### src/rtl/operand_sequencer_if.sv
// Bundle of the instruction, sign-extension, register-file and ALU-operand
// signals shared between the operand sequencer and its surroundings.
interface operand_sequencer_if;
    logic        instr_valid;
    logic        instr_ready;
    logic [15:0] instr;
    logic        flush;
    logic [8:0]  seu_nr;
    logic [15:0] seu_result;
    logic        rf_re;
    logic [2:0]  rf_raddr;
    logic [15:0] rf_rdata;
    logic        op_valid;
    logic        op_ready;
    logic [5:0]  op_code;
    logic [15:0] op_data;
    logic        busy;
    logic [7:0]  imm_count;

    modport slave (
        input  instr_valid, instr, flush, seu_result, rf_rdata, op_ready,
        output instr_ready, seu_nr, rf_re, rf_raddr, op_valid, op_code,
        op_data, busy, imm_count
    );

    modport master (
        output instr_valid, instr, flush, seu_result, rf_rdata, op_ready,
        input  instr_ready, seu_nr, rf_re, rf_raddr, op_valid, op_code,
        op_data, busy, imm_count
    );
endinterface

### src/rtl/operand_sequencer.sv
// Fetches one ALU operand per instruction: a sign-extended immediate or a
// register-file value, then holds it on a valid/ready handshake.
module operand_sequencer (
    input  logic               clk,
    input  logic               rst_n,
    operand_sequencer_if.slave bus
);
    localparam int DATA_W = 16;

    localparam logic [2:0] S_IDLE = 3'd0;
    localparam logic [2:0] S_EXT  = 3'd1;
    localparam logic [2:0] S_RD   = 3'd2;
    localparam logic [2:0] S_WAIT = 3'd3;
    localparam logic [2:0] S_OUT  = 3'd4;

    logic [2:0]        state;
    logic [15:0]       instr_q;
    logic [DATA_W-1:0] op_data_q;
    logic [7:0]        imm_count_q;

    function automatic logic [7:0] sat_inc(input logic [7:0] v);
        return (v == 8'hFF) ? v : v + 8'd1;
    endfunction

    // Flush overrides every transition, including an accept or a handshake.
    always_ff @(posedge clk or negedge rst_n) begin
        if (!rst_n) begin
            state       <= S_IDLE;
            instr_q     <= '0;
            op_data_q   <= '0;
            imm_count_q <= '0;
        end else if (bus.flush) begin
            state <= S_IDLE;
        end else begin
            case (state)
                S_IDLE: begin
                    if (bus.instr_valid) begin
                        instr_q <= bus.instr;
                        state   <= bus.instr[15] ? S_EXT : S_RD;
                    end
                end
                S_EXT: begin
                    op_data_q <= bus.seu_result;
                    state     <= S_OUT;
                end
                S_RD: begin
                    state <= S_WAIT;
                end
                S_WAIT: begin
                    op_data_q <= bus.rf_rdata;
                    state     <= S_OUT;
                end
                S_OUT: begin
                    if (bus.op_ready) begin
                        state <= S_IDLE;
                        if (instr_q[15]) begin
                            imm_count_q <= sat_inc(imm_count_q);
                        end
                    end
                end
                default: state <= S_IDLE;
            endcase
        end
    end

    assign bus.instr_ready = (state == S_IDLE);
    assign bus.busy        = (state != S_IDLE);
    assign bus.op_valid    = (state == S_OUT);
    assign bus.rf_re       = (state == S_RD);
    assign bus.rf_raddr    = instr_q[2:0];
    assign bus.seu_nr      = instr_q[8:0];
    assign bus.op_code     = instr_q[14:9];
    assign bus.op_data     = op_data_q;
    assign bus.imm_count   = imm_count_q;
endmodule

### src/flat_wrapper.sv
// flat-port wrapper written by rule: the top's interface ports become plain ports
module operand_sequencer_flat 
  (clk, rst_n, bus_instr_valid, bus_instr, bus_flush, bus_seu_result, bus_rf_rdata, bus_op_ready, bus_instr_ready, bus_seu_nr, bus_rf_re, bus_rf_raddr, bus_op_valid, bus_op_code, bus_op_data, bus_busy, bus_imm_count);
  operand_sequencer_if bus_i ();
  input  logic clk;
  input  logic rst_n;
  input wire logic [$bits(bus_i.instr_valid)-1:0] bus_instr_valid;
  input wire logic [$bits(bus_i.instr)-1:0] bus_instr;
  input wire logic [$bits(bus_i.flush)-1:0] bus_flush;
  input wire logic [$bits(bus_i.seu_result)-1:0] bus_seu_result;
  input wire logic [$bits(bus_i.rf_rdata)-1:0] bus_rf_rdata;
  input wire logic [$bits(bus_i.op_ready)-1:0] bus_op_ready;
  output wire logic [$bits(bus_i.instr_ready)-1:0] bus_instr_ready;
  output wire logic [$bits(bus_i.seu_nr)-1:0] bus_seu_nr;
  output wire logic [$bits(bus_i.rf_re)-1:0] bus_rf_re;
  output wire logic [$bits(bus_i.rf_raddr)-1:0] bus_rf_raddr;
  output wire logic [$bits(bus_i.op_valid)-1:0] bus_op_valid;
  output wire logic [$bits(bus_i.op_code)-1:0] bus_op_code;
  output wire logic [$bits(bus_i.op_data)-1:0] bus_op_data;
  output wire logic [$bits(bus_i.busy)-1:0] bus_busy;
  output wire logic [$bits(bus_i.imm_count)-1:0] bus_imm_count;
  assign bus_i.instr_valid = bus_instr_valid;
  assign bus_i.instr = bus_instr;
  assign bus_i.flush = bus_flush;
  assign bus_i.seu_result = bus_seu_result;
  assign bus_i.rf_rdata = bus_rf_rdata;
  assign bus_i.op_ready = bus_op_ready;
  assign bus_instr_ready = bus_i.instr_ready;
  assign bus_seu_nr = bus_i.seu_nr;
  assign bus_rf_re = bus_i.rf_re;
  assign bus_rf_raddr = bus_i.rf_raddr;
  assign bus_op_valid = bus_i.op_valid;
  assign bus_op_code = bus_i.op_code;
  assign bus_op_data = bus_i.op_data;
  assign bus_busy = bus_i.busy;
  assign bus_imm_count = bus_i.imm_count;
  operand_sequencer u_core (.clk(clk), .rst_n(rst_n), .bus(bus_i));
endmodule
### config.mk
export PLATFORM = sky130hd
export DESIGN_NAME = operand_sequencer_flat
export DESIGN_NICKNAME = d
export VERILOG_FILES = /design/src/rtl/operand_sequencer_if.sv /design/src/rtl/operand_sequencer.sv /design/src/flat_wrapper.sv
export SDC_FILE = /design/constraint.sdc
export NUM_CORES = 1
export LEC_CHECK = 0
export ABC_AREA = 1
export BUFFER_PORTS_ARGS = -buffer_cell sky130_fd_sc_hd__buf_4
export CORE_AREA = 2 2 70 72
export DETAILED_ROUTE_END_ITERATION = 10
export DIE_AREA = 0 0 72 74
export PLACE_DENSITY = 0.92
export SLEW_MARGIN = 10
export SYNTH_ARGS = -nofsm -noshare
export SYNTH_HDL_FRONTEND = slang
export SYNTH_SLANG_ARGS = --single-unit
### constraint.sdc
create_clock -name clk -period 1.9 [get_ports clk]
set_input_delay 0.38 -clock clk [delete_from_list [all_inputs] [get_ports clk]]
set_output_delay 0.38 -clock clk [all_outputs]
set_load 0.005 [all_outputs]
After elaboration in Yosys (flattened, before gate mapping). Cells that the tools add are included.

Register bits after elaboration: 43. Input bits: 53. Output and inout bits: 46. Word-level logic and storage cells: 28.

Add/sub/neg operators: 1. Eq/ne operators: 7. Multiplexer cells: 6. Bitwise gates (word level): 2. Reductions and logical operators: 8.

Operator list (count): 16-bit one-hot mux with 2 select lines (1); 3-bit one-hot mux with 4 select lines (1); 3-bit 2-to-1 mux (3); 8-bit by 1-bit adder with 8-bit output, second input constant (1); 8-bit equality test, second input constant (1); 3-bit by 2-bit equality test with 1-bit output, second input constant (2); 3-bit != test, second input constant (2); 5-bit AND reduction (1); 2-bit AND reduction (2); 3-bit by 1-bit equality test with 1-bit output, second input constant (1); 3-bit equality test, second input constant (1); 3-bit zero test (1); 3-bit AND reduction (1); 3-bit nonzero test (1); 2-bit 2-to-1 mux (1); 1-bit inverter (2); 2-bit nonzero test (1); 2-bit OR reduction (1).

Longest topological paths before layout.
Word-level depth: 4. Mapped depth: 8. Gate-level depth less buffers: 8.

Worst setup path before layout. Ideal clock, no wire load.

Kind: register -> register. From: register u_core.state[1]. To: register u_core.instr_q[12]. Library setup time: 0.126 ns. Arrival time: 1.169 ns. Data required time: 1.774 ns. Slack: 0.605 ns. Cell stages (with the launch flop): 7. Buffers on the path: 2. Period minus slack after synthesis: 1.295 ns. Cell sequence: dfrtp_1 > buf_6 > nor3_4 > nand3_2 > buf_2 > nand2_1 > o21ai_0.

Cells in the longest elaborated chain, start to end: 2.

Ends and longest elaborated chain: from (decl) (RTL line operand_sequencer.sv:16) `logic [2:0] state;`; from (signal assigned) (RTL line operand_sequencer.sv:39) `state <= bus.instr[15] ? S_EXT : S_RD;`; 3-bit zero test; via bus_instr_ready (RTL line flat_wrapper.sv:13) `output wire logic [$bits(bus_i.instr_ready)-1:0] bus_instr_ready;`; 3-bit AND reduction (no line); to (signal assigned) (RTL line operand_sequencer.sv:38) `instr_q <= bus.instr;`; to (decl) (RTL line operand_sequencer.sv:17) `logic [15:0] instr_q;`.

The timed path passes the listed nets, and every way through them passes these cells. A chain may end at the register's enable or synchronous reset.

Worst setup path in the final report.
From: register u_core.state[0]. To: output port bus_op_valid.

Cells in the longest elaborated chain, start to end: 1.

Ends and longest elaborated chain: 3-bit equality test (RTL line operand_sequencer.sv:68) `assign bus.op_valid = (state == S_OUT);`; to (decl) (RTL line flat_wrapper.sv:17) `output wire logic [$bits(bus_i.op_valid)-1:0] bus_op_valid;`.

No other way between the ends.

==> impl_metrics.env <==
export IMPL_endpoint_kind="output pin"
export IMPL_grtUsageTotal=0.195
export IMPL_arrival_ps=1420
export IMPL_synthCells=266
export IMPL_htree_levels=2
export IMPL_final_util=0.640
export IMPL_synth_top_family_by_area="simple AND/OR/NAND/NOR gates"
export IMPL_synth_adder_area_share=0.00563
export IMPL_placed_cell_area_um2=2850
export IMPL_critPathLaunch="u_core.state[0]"
export IMPL_die_w_um=72
export IMPL_slew_headroom=0.647
export IMPL_start_util=0.483
export IMPL_layout_cells_most_common="buf_4"
export IMPL_nets=400
export IMPL_post_place_ws_ps=245
export IMPL_viasPerCell=5.07
export IMPL_seqCellArea_um2=1080
export IMPL_drtAntennaViolNets=0
export IMPL_rsz0062_at_grt="false"
export IMPL_r2r_cells=5
export IMPL_powerDensity_nw_per_um2=1040
export IMPL_root_buffer="clkbuf_8"
export IMPL_pwr_share_comb=0.348
export IMPL_cp_start_kind="flip-flop"
export IMPL_ctsHoldBuffers=0
export IMPL_yosys_area_top_type_share=0.484
export IMPL_final_cell_mix="buf_4 (102), nand2_1 (72), dfrtp_1 (41)"
export IMPL_drtPass1Iterations=6
export IMPL_synth_xor_area_share=0.0118
export IMPL_p_leak_nw=1.52
export IMPL_synth_top_cell_by_area="dfrtp_1"
export IMPL_pwr_share_clk=0.189
export IMPL_area_growth_pct=32.5
export IMPL_hp_class="in -> async"
export IMPL_crit_type="reg -> out"
export IMPL_dp_hpwl_mm=3.79
export IMPL_grt_max_degree=44
export IMPL_finalSetupViolCount=0
export IMPL_core_area_um2=4600
export IMPL_cts_made_buffers=5
export IMPL_gr_total_overflow=0
export IMPL_cts_tree="yes"
export IMPL_min_period_ps=1800
export IMPL_drt_iter0_markers=102
export IMPL_hold_viol=0
export IMPL_synth_seq_cells=43
export IMPL_finalWorstSetupSlack_ps=102
export IMPL_grt_pass1_wl_mm=8.16
export IMPL_ff2ff_setup_slack_ps=390
export IMPL_synth_simple_area_share=0.193
export IMPL_r2r_start="u_core.state[0]"
export IMPL_die_h_um=74
export IMPL_yosysUniqueCellTypes=25
export IMPL_tns_ps=0
export IMPL_ir_drop_uv=590
export IMPL_crit_path_end="bus_op_valid"
export IMPL_synth_mux_area_frac=0
export IMPL_worst_path_max_fanout=9
export IMPL_finClkSkew_ps=7.62
export IMPL_multiInputGateArea_um2=837
export IMPL_period_share=0.947
export IMPL_syn_avg_cell_area_um2=8.35
export IMPL_fmax_ghz=0.556
export IMPL_rows=25
export IMPL_clockBufferDepth=2
export IMPL_ios=99
export IMPL_fillers=391
export IMPL_dieArea_um2=5330
export IMPL_r2r_end="u_core.instr_q[8]"
export IMPL_clk_pin_slew_worst_paths_ps=80
export IMPL_vias=2029
export IMPL_fin_area_um2=2940
export IMPL_switching_share=0.311
export IMPL_clock_sinks=43
export IMPL_post_cts_setup_buffer_count=0
export IMPL_yosysWarnings=0
export IMPL_drc=0
export IMPL_gp_congestion=0.801
export IMPL_antenna_found_initial=0
export IMPL_wl_mm=5.04
export IMPL_synth_compound_area_frac=0.164
export IMPL_wl_per_cell_um=12.6
export IMPL_cts_resized=1
export IMPL_drive_above_1_share=0.355
export IMPL_drv_cap=0
export IMPL_final_max_slew_viol_count=0
export IMPL_seq_area_frac_synth=0.484
export IMPL_switchingPower_uw=952
export IMPL_worst_pin_slew_ps=530
export IMPL_seqPwrFrac=0.463
export IMPL_insertion_delay_ps=290
export IMPL_synth_area_leaders="dfrtp_1 (48%), nand2_1 (12%), o21ai_1 (7.0%)"
export IMPL_status="finished, final reports clean"
export IMPL_mappedNetlistArea_um2=2220
export IMPL_first_global_vias=1868
export IMPL_syn_nets=320
export IMPL_crit_required_ps=1520
export IMPL_io_buffers=98
export IMPL_internal_power_mw=2.11
export IMPL_n_antenna_cell=0
[worst max-delay path: stages, from the launching register on]
cell and delay (ps):
dfrtp_1 540, nor3_4 410, buf_4 180
[synthesized netlist by cell type]
library cell	count
o21ai_1	31
xnor2_1	2
o21ai_0	20
dfrtp_1	43
nor3_4	3
buf_2	3
nor3_1	1
inv_4	1
nand4_1	1
nor2_4	1
nand3b_1	2
a21oi_1	2
buf_4	19
clkbuf_1	4
inv_1	23
nand3_4	1
nand3_1	2
xor2_1	1
ha_1	1
nand2_1	72
nor2_1	9
a31oi_1	16
nand3_2	1
buf_6	3
inv_2	4
[registers in the layout (all words and copies together), names as in the netlist]
| signal | cells |
|---|---|
| u_core.state | 3 |
| u_core.bus.op_data | 16 |
| u_core.instr_q | 16 |
| u_core.bus.imm_count | 8 |
[through the flow]
step           std cells  hold WS [ps]  power, mW
2_1_floorplan        266          84.4       1.98
3_3_place_gp         393           396       2.47
3_5_place_dp         393           403       2.51
4_1_cts              400          86.3       3.10
5_1_grt              400           114       3.27
6_report             400          72.8       3.06
[power by group through the flow]
stage                     combinational [mW]  clock [mW]  sequential [mW]
after floorplan                        0.581           0             1.40
after CTS                               1.08       0.602             1.41
after detailed placement                1.08           0             1.42
after global placement                  1.05           0             1.41
final                                   1.06       0.579             1.42
after global routing                    1.19       0.628             1.45
[routing by layer]
layer	track usage	part of all wire	wire, um	up-vias
li1	-	-	-	1009
met5	0	0	0	-
met2	0.347	0.50	2510	81
met1	0.231	0.42	2120	928
met3	0.0434	0.068	344	11
met4	0.0776	0.013	68	0
[area by class of cell]
type | count | share of cell area
inverter | 28 | 0.0365
timing repair buffer | 102 | 0.260
clock buffer | 6 | 0.0280
clock inverter | 1 | 0.00170
sequential | 43 | 0.366
multi-input combinational | 166 | 0.284
tap | 54 | 0.0229
[worst min-delay path by stage]
stage,cells past startpoint,to,slack (ps)
finish,1,u_core.bus.imm_count[6],70
detailed placement,1,u_core.instr_q[9],400
floorplan,0,u_core.bus.imm_count[0],80
CTS,1,u_core.instr_q[9],90
global route,1,u_core.bus.imm_count[6],110
global placement,1,u_core.bus.imm_count[6],400
[logic make-up after synthesis]
logic type      Yosys count
compound gates           69
simple gates             93
fa+ha+maj                 1
flops                    43
buf+inv                  57
xor+xnor                  3
Power figures use the tool's default switching activity.
